===== src/rtl/ex_operand_ctrl.sv =====
// Execute-stage operand control: forwarding selects, load-use and RTI stalls,
// and flag-register write control for a 5-stage pipeline.
module ex_operand_ctrl #(
  parameter int REG_AW = 3
) (
  input  logic              clk,
  input  logic              rst_n,
  input  logic              id_valid,
  input  logic [REG_AW-1:0] id_rs1,
  input  logic [REG_AW-1:0] id_rs2,
  input  logic [REG_AW-1:0] id_rd,
  input  logic              id_use_rs1,
  input  logic              id_use_rs2,
  input  logic              id_reg_write,
  input  logic              id_mem_read,
  input  logic              id_use_shamt,
  input  logic              id_rti,
  input  logic              id_flag_write,
  input  logic              flush,
  output logic [1:0]        alu_src1_select,
  output logic [1:0]        alu_src2_select,
  output logic              alu_src_select,
  output logic              flag_regsel,
  output logic              flagreg_enable,
  output logic              stall
);

  typedef struct packed {
    logic [REG_AW-1:0] rd;
    logic [REG_AW-1:0] rs1;
    logic [REG_AW-1:0] rs2;
    logic              reg_write;
    logic              mem_read;
    logic              use_rs1;
    logic              use_rs2;
    logic              use_shamt;
    logic              rti;
    logic              flag_write;
  } ex_slot_t;

  // MEM and WB only carry what forwarding and RTI flag restore look at.
  typedef struct packed {
    logic [REG_AW-1:0] rd;
    logic              reg_write;
    logic              rti;
  } late_slot_t;

  typedef enum logic [1:0] {IDLE, LD_STALL, RTI_WAIT1, RTI_WAIT2} state_t;

  state_t     state_q, state_d;
  logic       ex_vld_q, mem_vld_q, wb_vld_q;
  ex_slot_t   ex_q, id_slot;
  late_slot_t mem_q, wb_q;
  logic       load_use, id_accept;

  function automatic logic [1:0] fwd_sel(
    input logic              use_src,
    input logic [REG_AW-1:0] rs,
    input logic              mem_hit_ok,
    input logic [REG_AW-1:0] mem_rd,
    input logic              wb_hit_ok,
    input logic [REG_AW-1:0] wb_rd
  );
    if (use_src && mem_hit_ok && (mem_rd == rs)) return 2'b01;
    if (use_src && wb_hit_ok && (wb_rd == rs))   return 2'b00;
    return 2'b10;
  endfunction

  always_comb begin
    id_slot = '{rd: id_rd, rs1: id_rs1, rs2: id_rs2, reg_write: id_reg_write,
                mem_read: id_mem_read, use_rs1: id_use_rs1, use_rs2: id_use_rs2,
                use_shamt: id_use_shamt, rti: id_rti, flag_write: id_flag_write};
  end

  assign load_use = ex_vld_q && ex_q.mem_read && ex_q.reg_write && id_valid &&
                    ((id_use_rs1 && (id_rs1 == ex_q.rd)) ||
                     (id_use_rs2 && (id_rs2 == ex_q.rd)));

  // A taken branch always releases the stall: the held ID instruction is dead.
  assign stall = !flush && (((state_q == IDLE) && load_use) ||
                            (state_q == RTI_WAIT1) || (state_q == RTI_WAIT2));

  assign id_accept = id_valid && !stall && !flush;

  always_comb begin
    state_d = state_q;
    case (state_q)
      IDLE: begin
        if (load_use && !flush)      state_d = LD_STALL;
        else if (id_accept && id_rti) state_d = RTI_WAIT1;
      end
      LD_STALL:  state_d = (id_accept && id_rti) ? RTI_WAIT1 : IDLE;
      RTI_WAIT1: state_d = RTI_WAIT2;
      RTI_WAIT2: state_d = IDLE;
      default:   state_d = IDLE;
    endcase
  end

  always_ff @(posedge clk or negedge rst_n) begin
    if (!rst_n) begin
      state_q   <= IDLE;
      ex_vld_q  <= 1'b0;
      mem_vld_q <= 1'b0;
      wb_vld_q  <= 1'b0;
    end else begin
      state_q   <= state_d;
      ex_vld_q  <= id_accept;
      mem_vld_q <= ex_vld_q;
      wb_vld_q  <= mem_vld_q;
    end
  end

  always_ff @(posedge clk) begin
    if (id_accept) ex_q <= id_slot;
    mem_q <= '{rd: ex_q.rd, reg_write: ex_q.reg_write, rti: ex_q.rti};
    wb_q  <= mem_q;
  end

  always_comb begin
    alu_src1_select = 2'b10;
    alu_src2_select = 2'b10;
    alu_src_select  = 1'b1;
    if (ex_vld_q) begin
      alu_src1_select = fwd_sel(ex_q.use_rs1, ex_q.rs1,
                                mem_vld_q && mem_q.reg_write, mem_q.rd,
                                wb_vld_q && wb_q.reg_write, wb_q.rd);
      if (!ex_q.use_shamt)
        alu_src2_select = fwd_sel(ex_q.use_rs2, ex_q.rs2,
                                  mem_vld_q && mem_q.reg_write, mem_q.rd,
                                  wb_vld_q && wb_q.reg_write, wb_q.rd);
      alu_src_select = !ex_q.use_shamt;
    end
  end

  // RTI flag restore in WB wins over any ALU flag update in EX.
  assign flag_regsel    = wb_vld_q && wb_q.rti;
  assign flagreg_enable = flag_regsel || (ex_vld_q && ex_q.flag_write);

endmodule


===== config.mk =====
export PLATFORM = sky130hd
export DESIGN_NAME = ex_operand_ctrl
export DESIGN_NICKNAME = d
export VERILOG_FILES = /design/src/rtl/ex_operand_ctrl.sv
export SDC_FILE = /design/constraint.sdc
export NUM_CORES = 1
export LEC_CHECK = 0
export ABC_CLOCK_PERIOD_IN_PS = 2200
export CORE_MARGIN = 3
export CORE_UTILIZATION = 42
export CTS_CLUSTER_SIZE = 20
export DETAILED_ROUTE_END_ITERATION = 12
export MAX_ROUTING_LAYER = met4
export PLACE_DENSITY_LB_ADDON = 0.15
export SLEW_MARGIN = 20
export SYNTH_ARGS = -nofsm -noshare
export SYNTH_HDL_FRONTEND = slang
export SYNTH_SLANG_ARGS = --single-unit

===== constraint.sdc =====
create_clock -name clk -period 2.2 [get_ports clk]
set_input_delay 0.33 -clock clk [delete_from_list [all_inputs] [get_ports clk]]
set_output_delay 0.33 -clock clk [all_outputs]
set_load 0.01 [all_outputs]

# Word level (Yosys, flattened, before mapping)
# Index checks and enable logic that the tools add are counted.
[word_totals] register_bits=31 latchBits=0 ram_bits=0 rom_bits=0 inputBits=20 output_inout_bits=8 elab_cells=90 mem_count=0
[classes] addsub=0 mul=0 n_div=0 n_lt_le_gt_ge=0 eq_ne=10 shift=0 muxes=28 bitwise_logic=0 reduce_logical=32
[op_table] op="$mux W2" n=14
[op_table] op="$logic_and A1 B1 Y1" n=24
[op_table] op="$eq A3 B3 Y1" n=6
[op_table] op="$mux W1" n=13
[op_table] op="$pmux W2 S4" n=1
[op_table] op="$eq A2 B2 Y1 const B" n=2
[op_table] op="$logic_or A1 B1 Y1" n=4
[op_table] op="$logic_not A1 Y1" n=3
[op_table] op="$ne A3 B1 Y1 const B" n=1
[op_table] op="$eq A2 B1 Y1 const B" n=1
[op_table] op="$logic_not A2 Y1" n=1

# Longest topological paths before layout
[depth] depth_word=15 mapped_depth=4 mapped_depth_nobuf=4

# Least setup slack after synthesis
# Ideal clock, no wire load.
[synth_timing] kind="reg2reg" start="register ex_q[13] (netlist name)" end="register ex_q[0] (netlist name), enable pin" setup_ns=0.411 t_arrival_ns=1.924 required_ns=1.789 setup_slack_ns=-0.135 path_stages_with_launch=5 path_buffers=0 synth_period_minus_slack_ns=2.335 path_cell_list="edfxtp_1 > xnor2_1 > nand4_1 > a211oi_1 > nor3_1"
[synth_via] elab_chain_len=11 elab_cells_between_ends=13 cone_classes="2 x eq/ne; 11 x reduce/logical"
[synth_rtl] item="start: declaration" line_no="52" text="ex_slot_t ex_q, id_slot;"
[synth_rtl] item="start signal: assignment" line_no="114" text="if (id_accept) ex_q <= id_slot;"
[synth_rtl] item="$eq A3 B3 Y1, on equally long branches" line_no="76, 77"
[synth_rtl] item="$logic_and A1 B1 Y1, on equally long branches" line_no="76, 77"
[synth_rtl] item="$logic_or A1 B1 Y1 *" line_no="76" text="((id_use_rs1 && (id_rs1 == ex_q.rd)) ||"
[synth_rtl] item="$logic_and A1 B1 Y1 *" line_no="75" text="assign load_use = ex_vld_q && ex_q.mem_read && ex_q.reg_write && id_valid &&"
[synth_rtl] item="$logic_and A1 B1 Y1 *" line_no="80" text="assign stall = !flush && (((state_q == IDLE) && load_use) ||"
[synth_rtl] item="$logic_or A1 B1 Y1 *" line_no="80"
[synth_rtl] item="$logic_or A1 B1 Y1 *" line_no="81" text="(state_q == RTI_WAIT1) || (state_q == RTI_WAIT2));"
[synth_rtl] item="$logic_and A1 B1 Y1 *" line_no="80"
[synth_rtl] item="$logic_not A1 Y1 *" line_no="83" text="assign id_accept = id_valid && !stall && !flush;"
[synth_rtl] item="$logic_and A1 B1 Y1 * (2 in series)" line_no="83"
[synth_rtl] item="via id_accept" line_no="54" text="logic load_use, id_accept;"
# The timed path passes the listed nets; every way through them passes the cells marked *.
# A chain may end at the register's enable or synchronous reset.

# Worst setup path after layout
[layout_timing] start="input id_rs2[0]" end="output stall"
[layout_via] elab_chain_len=8
[layout_rtl] item="start: declaration" line_no="10" text="input logic [REG_AW-1:0] id_rs2,"
[layout_rtl] item="$eq A3 B3 Y1" line_no="77" text="(id_use_rs2 && (id_rs2 == ex_q.rd)));"
[layout_rtl] item="$logic_and A1 B1 Y1" line_no="77"
[layout_rtl] item="$logic_or A1 B1 Y1" line_no="76"
[layout_rtl] item="$logic_and A1 B1 Y1" line_no="75"
[layout_rtl] item="$logic_and A1 B1 Y1" line_no="80"
[layout_rtl] item="$logic_or A1 B1 Y1" line_no="80"
[layout_rtl] item="$logic_or A1 B1 Y1" line_no="81"
[layout_rtl] item="$logic_and A1 B1 Y1" line_no="80"
[layout_rtl] item="end: declaration" line_no="25" text="output logic stall"
# No other way between the ends.

==> results.md <==
* Run status: finished, final reports clean
* Per-instance average area after synthesis at 14.9 um^2
* Clock root buffer: sky130_fd_sc_hd__clkbuf_4
* Kind of end point of the critical path: primary output
* Effective utilization at floorplan at 0.449
* Peak supply drop at 0.000685 V
* Wire length of the first global-routing pass at 3020 um
* Standard-cell row count at 18
* Final Hold Slack at 223 ps
* Worst stage delay on the critical path at 500 ps
* Relative slew margins at 0.754
* Dominant register cell in the synthesized netlist: sky130_fd_sc_hd__edfxtp_1
* Crit Path Category: input port to primary output
* Total of buffers placed on input and output ports at 27
* Antenna Diode Count at 0
* Detailed-route DRC error count at 0
* Highest layer used for signal routing: met4
* Count of pins over their slew limit at 0
* Initial antenna violation count at 0
* Leak at 0.598 nW
* Maximum root-to-sink buffer count at 2
* Average wire per standard cell at 13.1 um
* Sequence of cells on the critical path: clkdlybuf4s50_1, xnor2_1, nand4_1, a211o_1, o21ai_1, clkbuf_2
* Via density at 4.82
* Share of the clock period used by the worst path at 0.899
* CTS sink cnt at 31
* Global router's overall resource usage at 0.131
* Cell count after placement at 136
* Setup skew after layout at 6.30 ps
* Htree depth at 2
* Die Y at 58.0 um
* Vias in the first global route at 705
* Net count after synthesis at 96
* Time the final worst path needs with I/O delays and setup at 1980 ps
* Growth of design area from synthesis to finish at 36.6%
* Grt ovf at 0
* Crit path max-delay cell type: sky130_fd_sc_hd__clkdlybuf4s50_1
* Count of placed standard cells in the final layout, fillers left out at 145
* Cell count after synthesis at 76
* Count of boundary I/O pins at 28
* Synthesized area at 1130 um^2
* Most common cell after layout, fill and taps aside: sky130_fd_sc_hd__clkdlybuf4s50_1
* Area share of the leading cell type in the synthesized netlist at 0.424
* Horizontal die dimension at 58.0 um
* Syn. warnings at 0
* Final ANT Viol Nets at 0
* DRC marker count from the first detailed-route iteration at 14
* Setup repair after global routing missed its margin: false
* Worst-margin pin slew at 367 ps
* Tot Pwr at 1.26 mW
* Flip-flop and latch count after synthesis at 31
* Arrival time at the worst endpoint at 1650 ps
* Std-Cell Core Area at 2520 um^2
* Metal3 WL at 140 um
* CTS buffer count at 5
* Min-Delay Path Class: input port to async pin
* Power per standard cell area at 813 nW/um^2
* Initial DRT Pass Iterations at 3
* Proportion of synthesized chip area in sequential cells at 0.711
* Count of endpoints failing hold in the final timing report at 0
* Largest net degree at the start of global routing at 13
* Setup-failing EPs final at 0
* Synth area leader: sky130_fd_sc_hd__edfxtp_1
* Clock transition time at the flip-flop clock pins of the worst setup and hold paths at 90 ps
* Most area-consuming cells after synthesis: sky130_fd_sc_hd__edfxtp_1 (42%), sky130_fd_sc_hd__dfxtp_1 (18%), sky130_fd_sc_hd__dfrtp_1 (11%), sky130_fd_sc_hd__xor2_1 (7.7%), sky130_fd_sc_hd__xnor2_1 (6.2%)
* Max Fanout on Critical Path at 2
* Clock tree from TritonCTS: done
* Data required time at the worst endpoint at 1870 ps
* CP startpoint kind: input port
* HPWL Detailed at 1470 um
* Post-placement cell area at 1470 um^2
* Gpl congestion at 0.699
* Finished Cell Area at 1550 um^2
* Wire length on met2 at 941 um
* Share of synthesized registers carrying an async set or reset at 0.161
* Share of final-layout standard cells stronger than drive strength 1 at 0.148
* Fin Setup TNS at 0 ps
* Skew-Pair Late Insertion Delay at 320 ps
* Routed metal-1 wirelength at 768 um
* Detailed Route WL at 1900 um
* Max-cap viol count at 0
* Most frequent cells in the layout: sky130_fd_sc_hd__clkdlybuf4s50_1 (21), sky130_fd_sc_hd__edfxtp_1 (16), sky130_fd_sc_hd__xor2_1 (10), sky130_fd_sc_hd__dfxtp_1 (10), sky130_fd_sc_hd__xnor2_1 (7)
* Number of synthesized flops with an enable pin at 16
* Maximum clock rate at 0.506 GHz
* Distinct cells, synth at 23
* Die footprint at 3360 um^2
* Via count of the routed design at 699
* NumNets Final at 134
[critical path, delay by kind of cell]
family	cells	cell delay, ps
buffers and inverters	2	640
AOI/OAI and AO/OA	2	400
and+or+nand+nor	1	150
xor gates and xnor gates	1	130
[registers in the layout (all words and copies together), names as in the netlist]
name       flops
ex_q          16
mem_q          5
wb_q           5
state_q        2
ex_vld_q       1
mem_vld_q      1
wb_vld_q       1
[where the power goes]
group | total (mW) | leakage, nW | switching [mW] | internal [mW]
logic | 0.185 | 0.266 | 0.0795 | 0.105
clock network | 0.331 | 0.0353 | 0.176 | 0.155
registers | 0.744 | 0.297 | 0.0538 | 0.690
[final timing paths]
check	from	to	slack, ps	depth (start not counted)
max in group asynchronous	rst_n	ex_vld_q$_DFF_PN0_	1770	1
worst max-delay path	id_rs2[0]	stall	220	6
worst max register to register	ex_q[13]$_DFFE_PP_	ex_q[5]$_DFFE_PP_	510	5
min in group clk	id_rs2[1]	ex_q[8]$_DFFE_PP_	330	1
worst min register to register	mem_q[0]$_DFF_P_	wb_q[0]$_DFF_P_	330	0
worst min-delay path	rst_n	wb_vld_q$_DFF_PN0_	220	1
[synth_stat cells (2+ instances only)]
library cell,instances
sky130_fd_sc_hd__dfxtp_1,10
sky130_fd_sc_hd__xnor2_1,8
sky130_fd_sc_hd__o21ai_1,2
sky130_fd_sc_hd__dfrtp_1,5
sky130_fd_sc_hd__edfxtp_1,16
sky130_fd_sc_hd__nor4_2,2
sky130_fd_sc_hd__nor3_1,2
sky130_fd_sc_hd__nand2b_1,2
sky130_fd_sc_hd__nand4_1,4
sky130_fd_sc_hd__xor2_1,10
sky130_fd_sc_hd__nand2_1,3
[layout make-up]
| cell class | instances | area [um^2] |
|---|---|---|
| Fill cell | 210 | 973 |
| Sequential cell | 31 | 807 |
| Clock inverter | 1 | 5.00 |
| Multi-Input combinational cell | 44 | 337 |
| Inverter | 1 | 3.75 |
| Clock buffer | 7 | 55.1 |
| Timing Repair Buffer | 31 | 304 |
| Tap cell | 30 | 37.5 |
[routing by layer]
metal / GRT usage / vias up
li1: - / 351
met1: 0.135 / 320
met2: 0.200 / 21
met3: 0.0624 / 7
met4: 0.0795 / 0
met5: - / -
[timing repair]
| action | CTS | global route |
|---|---|---|
| hold buffers | 0 | 0 |
| resized for setup | 3 | 7 |
| setup endpoints to repair | 3 | 4 |
| setup buffers | 0 | 1 |
| hold endpoints to repair | 0 | 0 |
| pin swaps | 0 | 2 |
[through the flow]
step,utilization,setup WS [ps]
floorplan,-,370
global placement,0.582,-205
detailed placement,0.582,-209
CTS,0.606,15.5
global route,0.614,86.3
finish,0.614,223
[kinds of logic (layout without fill, tap and decap cells)]
kind of cell,after synthesis,in the layout,share of synthesized area
compound gates,7,7,0.0397
simple gates,19,19,0.107
flops,31,31,0.711
buf+inv,1,40,0.00331
xor+xnor,18,18,0.139
(Power assumes the default switching activity.)
